File: src/rtl/core2axi_mo.sv
// Bridges a single-beat core data port onto AXI4 with up to MAX_OUTSTANDING
// transactions in flight, all in one direction at a time.
module core2axi_mo #(
    parameter int unsigned AXI4_ADDRESS_WIDTH = 32,
    parameter int unsigned AXI4_DATA_WIDTH    = 32,
    parameter int unsigned AXI4_ID_WIDTH      = 4,
    parameter int unsigned AXI4_USER_WIDTH    = 1,
    parameter int unsigned MAX_OUTSTANDING    = 4
) (
    input  logic                            clk_i,
    input  logic                            rst_ni,
    input  logic                            data_req_i,
    output logic                            data_gnt_o,
    output logic                            data_rvalid_o,
    output logic                            data_err_o,
    input  logic [AXI4_ADDRESS_WIDTH-1:0]   data_addr_i,
    input  logic                            data_we_i,
    input  logic [3:0]                      data_be_i,
    input  logic [31:0]                     data_wdata_i,
    output logic [31:0]                     data_rdata_o,
    output logic [AXI4_ID_WIDTH-1:0]        aw_id_o,
    output logic [AXI4_ADDRESS_WIDTH-1:0]   aw_addr_o,
    output logic [7:0]                      aw_len_o,
    output logic [2:0]                      aw_size_o,
    output logic [1:0]                      aw_burst_o,
    output logic                            aw_lock_o,
    output logic [3:0]                      aw_cache_o,
    output logic [2:0]                      aw_prot_o,
    output logic [3:0]                      aw_region_o,
    output logic [3:0]                      aw_qos_o,
    output logic [AXI4_USER_WIDTH-1:0]      aw_user_o,
    output logic                            aw_valid_o,
    input  logic                            aw_ready_i,
    output logic [AXI4_DATA_WIDTH-1:0]      w_data_o,
    output logic [AXI4_DATA_WIDTH/8-1:0]    w_strb_o,
    output logic                            w_last_o,
    output logic [AXI4_USER_WIDTH-1:0]      w_user_o,
    output logic                            w_valid_o,
    input  logic                            w_ready_i,
    input  logic [AXI4_ID_WIDTH-1:0]        b_id_i,
    input  logic [1:0]                      b_resp_i,
    input  logic [AXI4_USER_WIDTH-1:0]      b_user_i,
    input  logic                            b_valid_i,
    output logic                            b_ready_o,
    output logic [AXI4_ID_WIDTH-1:0]        ar_id_o,
    output logic [AXI4_ADDRESS_WIDTH-1:0]   ar_addr_o,
    output logic [7:0]                      ar_len_o,
    output logic [2:0]                      ar_size_o,
    output logic [1:0]                      ar_burst_o,
    output logic                            ar_lock_o,
    output logic [3:0]                      ar_cache_o,
    output logic [2:0]                      ar_prot_o,
    output logic [3:0]                      ar_region_o,
    output logic [3:0]                      ar_qos_o,
    output logic [AXI4_USER_WIDTH-1:0]      ar_user_o,
    output logic                            ar_valid_o,
    input  logic                            ar_ready_i,
    input  logic [AXI4_ID_WIDTH-1:0]        r_id_i,
    input  logic [AXI4_DATA_WIDTH-1:0]      r_data_i,
    input  logic [1:0]                      r_resp_i,
    input  logic                            r_last_i,
    input  logic [AXI4_USER_WIDTH-1:0]      r_user_i,
    input  logic                            r_valid_i,
    output logic                            r_ready_o
);

    localparam int unsigned NUM_LANES = AXI4_DATA_WIDTH / 32;
    localparam int unsigned LANE_W    = $clog2(NUM_LANES);
    localparam int unsigned LANE_WP   = (LANE_W == 0) ? 1 : LANE_W;
    localparam int unsigned CNT_W     = $clog2(MAX_OUTSTANDING + 1);
    localparam int unsigned PTR_W     = (MAX_OUTSTANDING > 1) ? $clog2(MAX_OUTSTANDING) : 1;

    if (!(AXI4_DATA_WIDTH == 32 || AXI4_DATA_WIDTH == 64 || AXI4_DATA_WIDTH == 128)) begin : gen_bad_dw
        $error("core2axi_mo: AXI4_DATA_WIDTH must be 32, 64 or 128");
    end
    if (MAX_OUTSTANDING < 1 || MAX_OUTSTANDING > 16 ||
        (MAX_OUTSTANDING & (MAX_OUTSTANDING - 1)) != 0) begin : gen_bad_mo
        $error("core2axi_mo: MAX_OUTSTANDING must be a power of two in 1..16");
    end

    logic [CNT_W-1:0]   cnt_q, cnt_d;
    logic               dir_q, dir_d;
    logic               aw_done_q, aw_done_d;
    logic               w_done_q, w_done_d;
    logic               can_issue, aw_hs, w_hs, rd_gnt, wr_gnt, r_hs, b_hs;
    logic [LANE_WP-1:0] req_lane, head_lane;

    // Constant AXI attributes: single INCR beat of 4 bytes, ID 0.
    assign aw_id_o     = '0;
    assign aw_len_o    = 8'd0;
    assign aw_size_o   = 3'b010;
    assign aw_burst_o  = 2'b01;
    assign aw_lock_o   = 1'b0;
    assign aw_cache_o  = 4'd0;
    assign aw_prot_o   = 3'd0;
    assign aw_region_o = 4'd0;
    assign aw_qos_o    = 4'd0;
    assign aw_user_o   = '0;
    assign ar_id_o     = '0;
    assign ar_len_o    = 8'd0;
    assign ar_size_o   = 3'b010;
    assign ar_burst_o  = 2'b01;
    assign ar_lock_o   = 1'b0;
    assign ar_cache_o  = 4'd0;
    assign ar_prot_o   = 3'd0;
    assign ar_region_o = 4'd0;
    assign ar_qos_o    = 4'd0;
    assign ar_user_o   = '0;
    assign w_last_o    = 1'b1;
    assign w_user_o    = '0;
    assign aw_addr_o   = data_addr_i;
    assign ar_addr_o   = data_addr_i;
    assign w_data_o    = {NUM_LANES{data_wdata_i}};

    logic unused_inputs;
    assign unused_inputs = ^{b_id_i, b_user_i, r_id_i, r_user_i, r_last_i, b_resp_i[0], r_resp_i[0]};

    // Issue, grant and response decode; reset forces every handshake low.
    always_comb begin
        can_issue  = rst_ni && data_req_i && (cnt_q != CNT_W'(MAX_OUTSTANDING)) &&
                     ((cnt_q == '0) || (dir_q == data_we_i));
        ar_valid_o = can_issue && !data_we_i;
        aw_valid_o = can_issue && data_we_i && !aw_done_q;
        w_valid_o  = can_issue && data_we_i && !w_done_q;
        aw_hs      = aw_valid_o && aw_ready_i;
        w_hs       = w_valid_o && w_ready_i;
        rd_gnt     = ar_valid_o && ar_ready_i;
        wr_gnt     = can_issue && data_we_i && (aw_done_q || aw_hs) && (w_done_q || w_hs);
        data_gnt_o = rd_gnt || wr_gnt;
        r_ready_o  = rst_ni && (cnt_q != '0) && !dir_q;
        b_ready_o  = rst_ni && (cnt_q != '0) && dir_q;
        r_hs       = r_valid_i && r_ready_o;
        b_hs       = b_valid_i && b_ready_o;
        data_rvalid_o = r_hs || b_hs;
        data_err_o    = (r_hs && r_resp_i[1]) || (b_hs && b_resp_i[1]);
    end

    // Lane steering for write strobes and read data.
    always_comb begin
        w_strb_o     = '0;
        data_rdata_o = '0;
        for (int unsigned l = 0; l < NUM_LANES; l++) begin
            if (req_lane == LANE_WP'(l)) w_strb_o[l*4 +: 4] = data_be_i;
            if (r_hs && head_lane == LANE_WP'(l)) data_rdata_o = r_data_i[l*32 +: 32];
        end
    end

    always_comb begin
        cnt_d = cnt_q;
        case ({data_gnt_o, data_rvalid_o})
            2'b10:   cnt_d = cnt_q + CNT_W'(1);
            2'b01:   cnt_d = cnt_q - CNT_W'(1);
            default: cnt_d = cnt_q;
        endcase
        dir_d     = data_gnt_o ? data_we_i : dir_q;
        aw_done_d = wr_gnt ? 1'b0 : (aw_done_q || aw_hs);
        w_done_d  = wr_gnt ? 1'b0 : (w_done_q || w_hs);
    end

    always_ff @(posedge clk_i) begin
        if (!rst_ni) begin
            cnt_q     <= '0;
            dir_q     <= 1'b0;
            aw_done_q <= 1'b0;
            w_done_q  <= 1'b0;
        end else begin
            cnt_q     <= cnt_d;
            dir_q     <= dir_d;
            aw_done_q <= aw_done_d;
            w_done_q  <= w_done_d;
        end
    end

    // Read lane FIFO remembers which 32-bit lane each outstanding read returns on.
    if (LANE_W > 0) begin : gen_fifo
        logic [LANE_W-1:0] mem_q [MAX_OUTSTANDING];
        logic [LANE_W-1:0] mem_d [MAX_OUTSTANDING];
        logic [PTR_W-1:0]  wptr_q, wptr_d, rptr_q, rptr_d;

        assign req_lane  = data_addr_i[LANE_W+1:2];
        assign head_lane = mem_q[rptr_q];

        always_comb begin
            mem_d  = mem_q;
            wptr_d = wptr_q;
            rptr_d = rptr_q;
            if (rd_gnt) begin
                mem_d[wptr_q] = req_lane;
                wptr_d = (wptr_q == PTR_W'(MAX_OUTSTANDING - 1)) ? '0 : wptr_q + PTR_W'(1);
            end
            if (r_hs) begin
                rptr_d = (rptr_q == PTR_W'(MAX_OUTSTANDING - 1)) ? '0 : rptr_q + PTR_W'(1);
            end
        end

        always_ff @(posedge clk_i) begin
            if (!rst_ni) begin
                wptr_q <= '0;
                rptr_q <= '0;
            end else begin
                wptr_q <= wptr_d;
                rptr_q <= rptr_d;
            end
            mem_q <= mem_d;
        end
    end else begin : gen_no_fifo
        assign req_lane  = '0;
        assign head_lane = '0;
    end

endmodule

File: config.mk
export PLATFORM = sky130hd
export DESIGN_NAME = core2axi_mo
export DESIGN_NICKNAME = d
export VERILOG_FILES = /design/src/rtl/core2axi_mo.sv
export SDC_FILE = /design/constraint.sdc
export NUM_CORES = 1
export LEC_CHECK = 0
export CORE_AREA = 2 2 130 132
export DETAILED_ROUTE_END_ITERATION = 12
export DIE_AREA = 0 0 132 134
export GPL_ROUTABILITY_DRIVEN = 0
export REMOVE_ABC_BUFFERS = 1
export SYNTH_ARGS = -nofsm -noshare
export SYNTH_HDL_FRONTEND = slang
export SYNTH_SLANG_ARGS = --single-unit
File: constraint.sdc
create_clock -name clk_i -period 2.2 [get_ports clk_i]
set_input_delay 0.55 -clock clk_i [delete_from_list [all_inputs] [get_ports clk_i]]
set_output_delay 0.55 -clock clk_i [all_outputs]
set_load 0.01 [all_outputs]
* Word-level counts from Yosys, hierarchy flattened *
Index checks and enable logic that the tools add are counted.

storage, ports and cells
  bits in registers = 6
  logic and storage cells = 46
  output and inout bits = 210

cells by class
  equal/unequal tests = 4
  mux-type cells = 2
  reductions and logical operators = 33
  add/sub/neg operators = 2
  bitwise gates (word level) = 1

operators with widths
  operator                                                               count
  32-bit two-way mux                                                     1
  1-bit logical AND                                                      19
  1-bit logical OR                                                       6
  3-bit case mux with 2 select lines                                     1
  1-bit logical NOT                                                      4
  3-bit by 1-bit adder with 3-bit output, second input constant          1
  3-bit logical NOT                                                      1
  3-bit != test, second input constant                                   1
  3-bit nonzero test                                                     1
  3-bit by 1-bit subtractor with 3-bit output, second input constant     1
  2-bit by 1-bit equality test with 1-bit output, second input constant  1
  2-bit equality test, second input constant                             1
  2-bit nonzero test                                                     1
  2-bit OR reduction                                                     1
  1-bit equality test                                                    1
  1-bit inverter                                                         1

* Depth between registers and ports, before layout *
  depth after elaboration = 12
  mapped depth = 11
  depth with buffers taken out = 10

* Least setup slack after synthesis *
OpenSTA, ideal clock, no wires.

  path kind = input-to-reg
  start = input port rst_ni
  end = register cnt_q[2]
  cell stages on the path = 11
  setup slack = -162 ps
  setup time = 76 ps
  arrival time = 2286 ps
  cell sequence = buf_6 > nand3b_2 > a311oi_4 > and2_1 > a21oi_1 > ha_1 > inv_1 > fa_1 > xor2_1 > or3_1 > a21boi_0

on the way
  elaborated cells on any way between the ends = 25

RTL lines
  item                                                                                          line  RTL
  from (decl)                                                                                   11    input logic rst_ni,
  1-bit logical AND * (3 in series)                                                             120   can_issue = rst_ni && data_req_i && (cnt_q != CNT_W'(MAX_OUTSTANDING)) &&
  1-bit logical AND *                                                                           122   ar_valid_o = can_issue && !data_we_i;
  net ar_valid_o                                                                                56    output logic ar_valid_o,
  1-bit logical AND *                                                                           127   rd_gnt = ar_valid_o && ar_ready_i;
  1-bit logical OR *                                                                            129   data_gnt_o = rd_gnt || wr_gnt;
  2-bit by 1-bit equality test with 1-bit output / 2-bit equality test (equally long branches)  150   case ({data_gnt_o, data_rvalid_o})
  3-bit case mux with 2 select lines / 2-bit nonzero test (equally long branches)               n/a
  to (signal assigned)                                                                          167   cnt_q <= cnt_d;
  to (decl)                                                                                     81    logic [CNT_W-1:0] cnt_q, cnt_d;

Mark *: on every way through the listed nets, which the timed path passes. The rest lies on a longest branch.
A chain may end at the register's enable or synchronous reset.

* Final worst setup path *
  start = register cnt_q[0]
  end = register cnt_q[2]

on the way
  longest elaborated chain between the ends = 12
  elaborated cells on any way between the ends = 30

RTL lines
  item                                                                                          line           RTL
  3-bit != test / 3-bit logical NOT (equally long branches)                                     120, 121
  1-bit logical AND / 1-bit logical OR (equally long branches)                                  120, 121
  1-bit logical AND                                                                             120
  1-bit logical AND                                                                             123, 124, 128
  1-bit logical AND                                                                             123            aw_valid_o = can_issue && data_we_i && !aw_done_q;
  1-bit logical AND                                                                             125            aw_hs = aw_valid_o && aw_ready_i;
  1-bit logical OR                                                                              128            wr_gnt = can_issue && data_we_i && (aw_done_q || aw_hs) && (w_done_q || w_hs);
  1-bit logical AND (2 in series)                                                               128
  1-bit logical OR                                                                              129
  2-bit by 1-bit equality test with 1-bit output / 2-bit equality test (equally long branches)  150
  3-bit case mux with 2 select lines / 2-bit nonzero test (equally long branches)               n/a

Parallel ways exist; a longest one is shown, timed or not.

==> out/qor.yml <==
route:
  drtPass1Iterations: 4
  wl_mm: 11.5
  avgViaCountPerCell: 2.98
  wl_per_cell_um: 23.5
  top_layer: "met5"
  vias: 1460
  route.detailed.drc: 0
  detail-route-antenna-nets: 0
  first_iter_violations: 30
  m1WireLength_mm: 2.67
  met2_length_mm: 6.54
  wl_met3_mm: 2.21
timing:
  layout_min_cycle_time_ns: 2.27
  fin_crit_sh_pct: 103
  setup_viol: 1
  fin_ws_ns: -0.0688
  timing.fmax_ghz: 0.441
  hold_violations: 0
  tns_ns: -0.0688
  drv_slew: 0
  rsz0062_at_grt: "yes"
  skew_ns: 0.000362
worst_hold_path:
  holdCritPathClass: "flip-flop to flip-flop"
  whs_path_depth: 2
  hp-start: "aw_done_q$_SDFF_PP0_"
  holdPathEnd: "aw_done_q$_SDFF_PP0_"
place:
  place_ws_ns: -0.798
  dp_hpwl_mm: 10.2
  portBuffers: 82
finish:
  area_growth_pct: 17.3
  fin_util_pct: 14.3
  multi_input_area_um2: 853
  nets: 397
  drive_gt1_share_pct: 32.0
  fillerInstances: 1898
  regArea_um2: 128
job:
  cap_violations: 0
die:
  die-area_um2: 17700
  dieWidth_um: 132
  core_area_um2: 16300
  start_util_pct: 12.2
  die_h_um: 134
  ios: 334
  rows: 47
cts:
  ctsHoldBuffers: 0
  cts.sinks: 6
  clkTransAtPathRegs_ns: 0.03
  ctsLongestPathBuffers: 2
  clock_latency_ns: 0.23
  htree_levels: 1
  cts_root_buffer: "clkbuf_16"
  cts_buffers: 3
  cts_tree: "built"
grt:
  overflow: 0
  grt_pass1_wl_mm: 13.9
  grt_max_degree: 9
  grt_pass1_vias: 1306
  track_usage_pct: 12.3
  antenna_found_initial: 1
synthesis:
  syn_area_um2: 1990
  synthTopCellsByArea: "buf_4 (64%), and2_1 (10%), dfxtp_1 (6.0%), buf_6 (2.3%), nor2_1 (1.5%)"
  syn_inst: 262
  synth.distinct_cells: 27
  ys.flop_type: "dfxtp_1"
  ys_seq_elements: 6
  ys_seq_area_share_pct: 6.03
  synth_top_area_share_pct: 64.1
  synth_edf_count: 0
  synthArstFlopShare_pct: 0
  syn_area_per_cell_um2: 7.60
  yosysTopAreaCell: "buf_4"
  synth_warnings: 0
power_and_ir_drop:
  power_leakage_nw: 1.16
  pwr-share-comb_pct: 42.6
  irDropWorstVdd_v: 0.000257
  p_switching_mw: 0.221
  seqPwrFrac_pct: 16.6
  swShare_pct: 30.2
  clkPwrFrac_pct: 40.8
  power_density_nw_per_um2: 313
  internal-power_mw: 0.511
worst_setup_path:
  critPathLaunchType: "flip-flop"
  crit_required_ns: 2.36
  arrival_ns: 2.43
  ff2ff_setup_slack_ns: -0.07
  critPathKind: "flip-flop to flip-flop"
  r2r_start: "cnt_q[0]$_SDFFE_PN0P_"
  worstSetupEndpointType: "flip-flop"
  crit_start: "cnt_q[0]$_SDFFE_PN0P_"
  r2r_end: "cnt_q[2]$_SDFFE_PN0P_"
  cp_max_fo: 3
  ff2ff_path_depth: 11
status:
  run_status: "finished, violations left"
  failed_checks: "setup timing"
[cells by family after synthesis]
| family | Yosys count | share of synthesized area [%] |
|---|---|---|
| fa+ha+maj | 2 | 1.63 |
| flops | 6 | 6.03 |
| buf+inv | 178 | 67.1 |
| compound gates | 16 | 6.73 |
| other cells | 2 | 0.377 |
| xor+xnor | 2 | 0.880 |
| simple gates | 56 | 17.2 |
[cells in the mapped netlist (2+ instances only)]
library cell / count
a21oi_1: 5
and2_2: 2
o21ai_0: 4
nand2_1: 5
and2_1: 33
buf_4: 170
nand3_1: 2
dfxtp_1: 6
o211a_1: 2
buf_6: 4
nor2_1: 8
inv_1: 4
conb_1: 2
nor3_2: 2
[through the flow]
step	hold slack, ns	cell area (µm²)	std cells	total power [mW]
2_1_floorplan	0.460	925	156	0.240
3_3_place_gp	0.486	2160	475	0.397
4_1_cts	0.523	2380	490	0.740
5_1_grt	0.555	2330	489	0.773
3_5_place_dp	0.495	2160	475	0.399
6_report	0.515	2340	490	0.732
[repair_timing]
action / 4_1_cts / 5_1_grt
cloned: 3 / 0
pin swaps: 15 / 5
setup endpoints to repair: 43 / 20
resized for setup: 160 / 15
setup buffers: 10 / 0
[cell type report]
cell class | instances | area share [%]
flip-flops and latches | 6 | 5.46
well taps | 220 | 11.8
multi-input cells | 146 | 36.5
clock buffers | 3 | 3.21
repair buffers | 110 | 42.3
inverters | 4 | 0.643
diodes | 1 | 0.107
[power by group through the flow]
stage	Combinational (mW)	Clock [mW]	Sequential, mW
6_report	0.312	0.299	0.121
5_1_grt	0.338	0.312	0.122
4_1_cts	0.312	0.306	0.122
3_5_place_dp	0.276	0	0.123
3_3_place_gp	0.274	0	0.123
2_1_floorplan	0.117	0	0.122
[flip-flops by register name (all words and copies together), names as in the netlist]
| register | flops |
|---|---|
| cnt_q | 3 |
| aw_done_q | 1 |
| dir_q | 1 |
| w_done_q | 1 |
[layout by cell type (no fill, tap or decap), types with 2 or more instances in the layout]
| cell | netlist | routed |
|---|---|---|
| dfxtp_1 | 6 | 4 |
| nor2_1 | 8 | 6 |
| inv_1 | 4 | 2 |
| nand3_1 | 2 | 2 |
| inv_2 | 0 | 2 |
| buf_4 | 170 | 22 |
| dlygate4sd2_1 | 0 | 18 |
| nand2_1 | 5 | 4 |
| and2_1 | 33 | 28 |
| conb_1 | 2 | 70 |
| o211a_1 | 2 | 2 |
| nor2_2 | 0 | 2 |
| clkbuf_16 | 0 | 3 |
| dfxtp_4 | 0 | 2 |
| and2_4 | 0 | 6 |
| buf_6 | 4 | 6 |
| a21oi_1 | 5 | 4 |
| nor3_4 | 0 | 2 |
| buf_16 | 0 | 3 |
| o21ai_0 | 4 | 3 |
| clkdlybuf4s50_1 | 0 | 35 |
| buf_2 | 0 | 21 |
[layer usage]
| metal | vias up | global-route usage [%] |
|---|---|---|
| met2 | 222 | 24.8 |
| li1 | 581 | - |
| met5 | - | 1.39 |
| met3 | 9 | 10.8 |
| met4 | 2 | 1.27 |
| met1 | 646 | 8.27 |
[worst max-delay path, cell delays in order (launching register included)]
cell and delay [ns]:
dfxtp_4 0.34, buf_6 0.11, o21a_4 0.21, o211ai_4 0.19, nor3_4 0.07, a21oi_2 0.12, ha_2 0.20, inv_2 0.04
fa_2 0.33, xor2_1 0.15, or3_1 0.31, a21boi_1 0.12
[how the worst max path moves through the flow]
stage	to	slack, ns	cells past startpoint
3_5_place_dp	data_gnt_o	-0.80	6
4_1_cts	cnt_q[2]$_SDFFE_PN0P_	-0.09	11
5_1_grt	cnt_q[2]$_SDFFE_PN0P_	-0.18	11
6_report	cnt_q[2]$_SDFFE_PN0P_	-0.07	11
2_1_floorplan	cnt_q[2]$_SDFFE_PN0P_	-0.08	10
3_3_place_gp	data_gnt_o	-0.77	6
No activity file was read; power rests on OpenSTA's default activity.
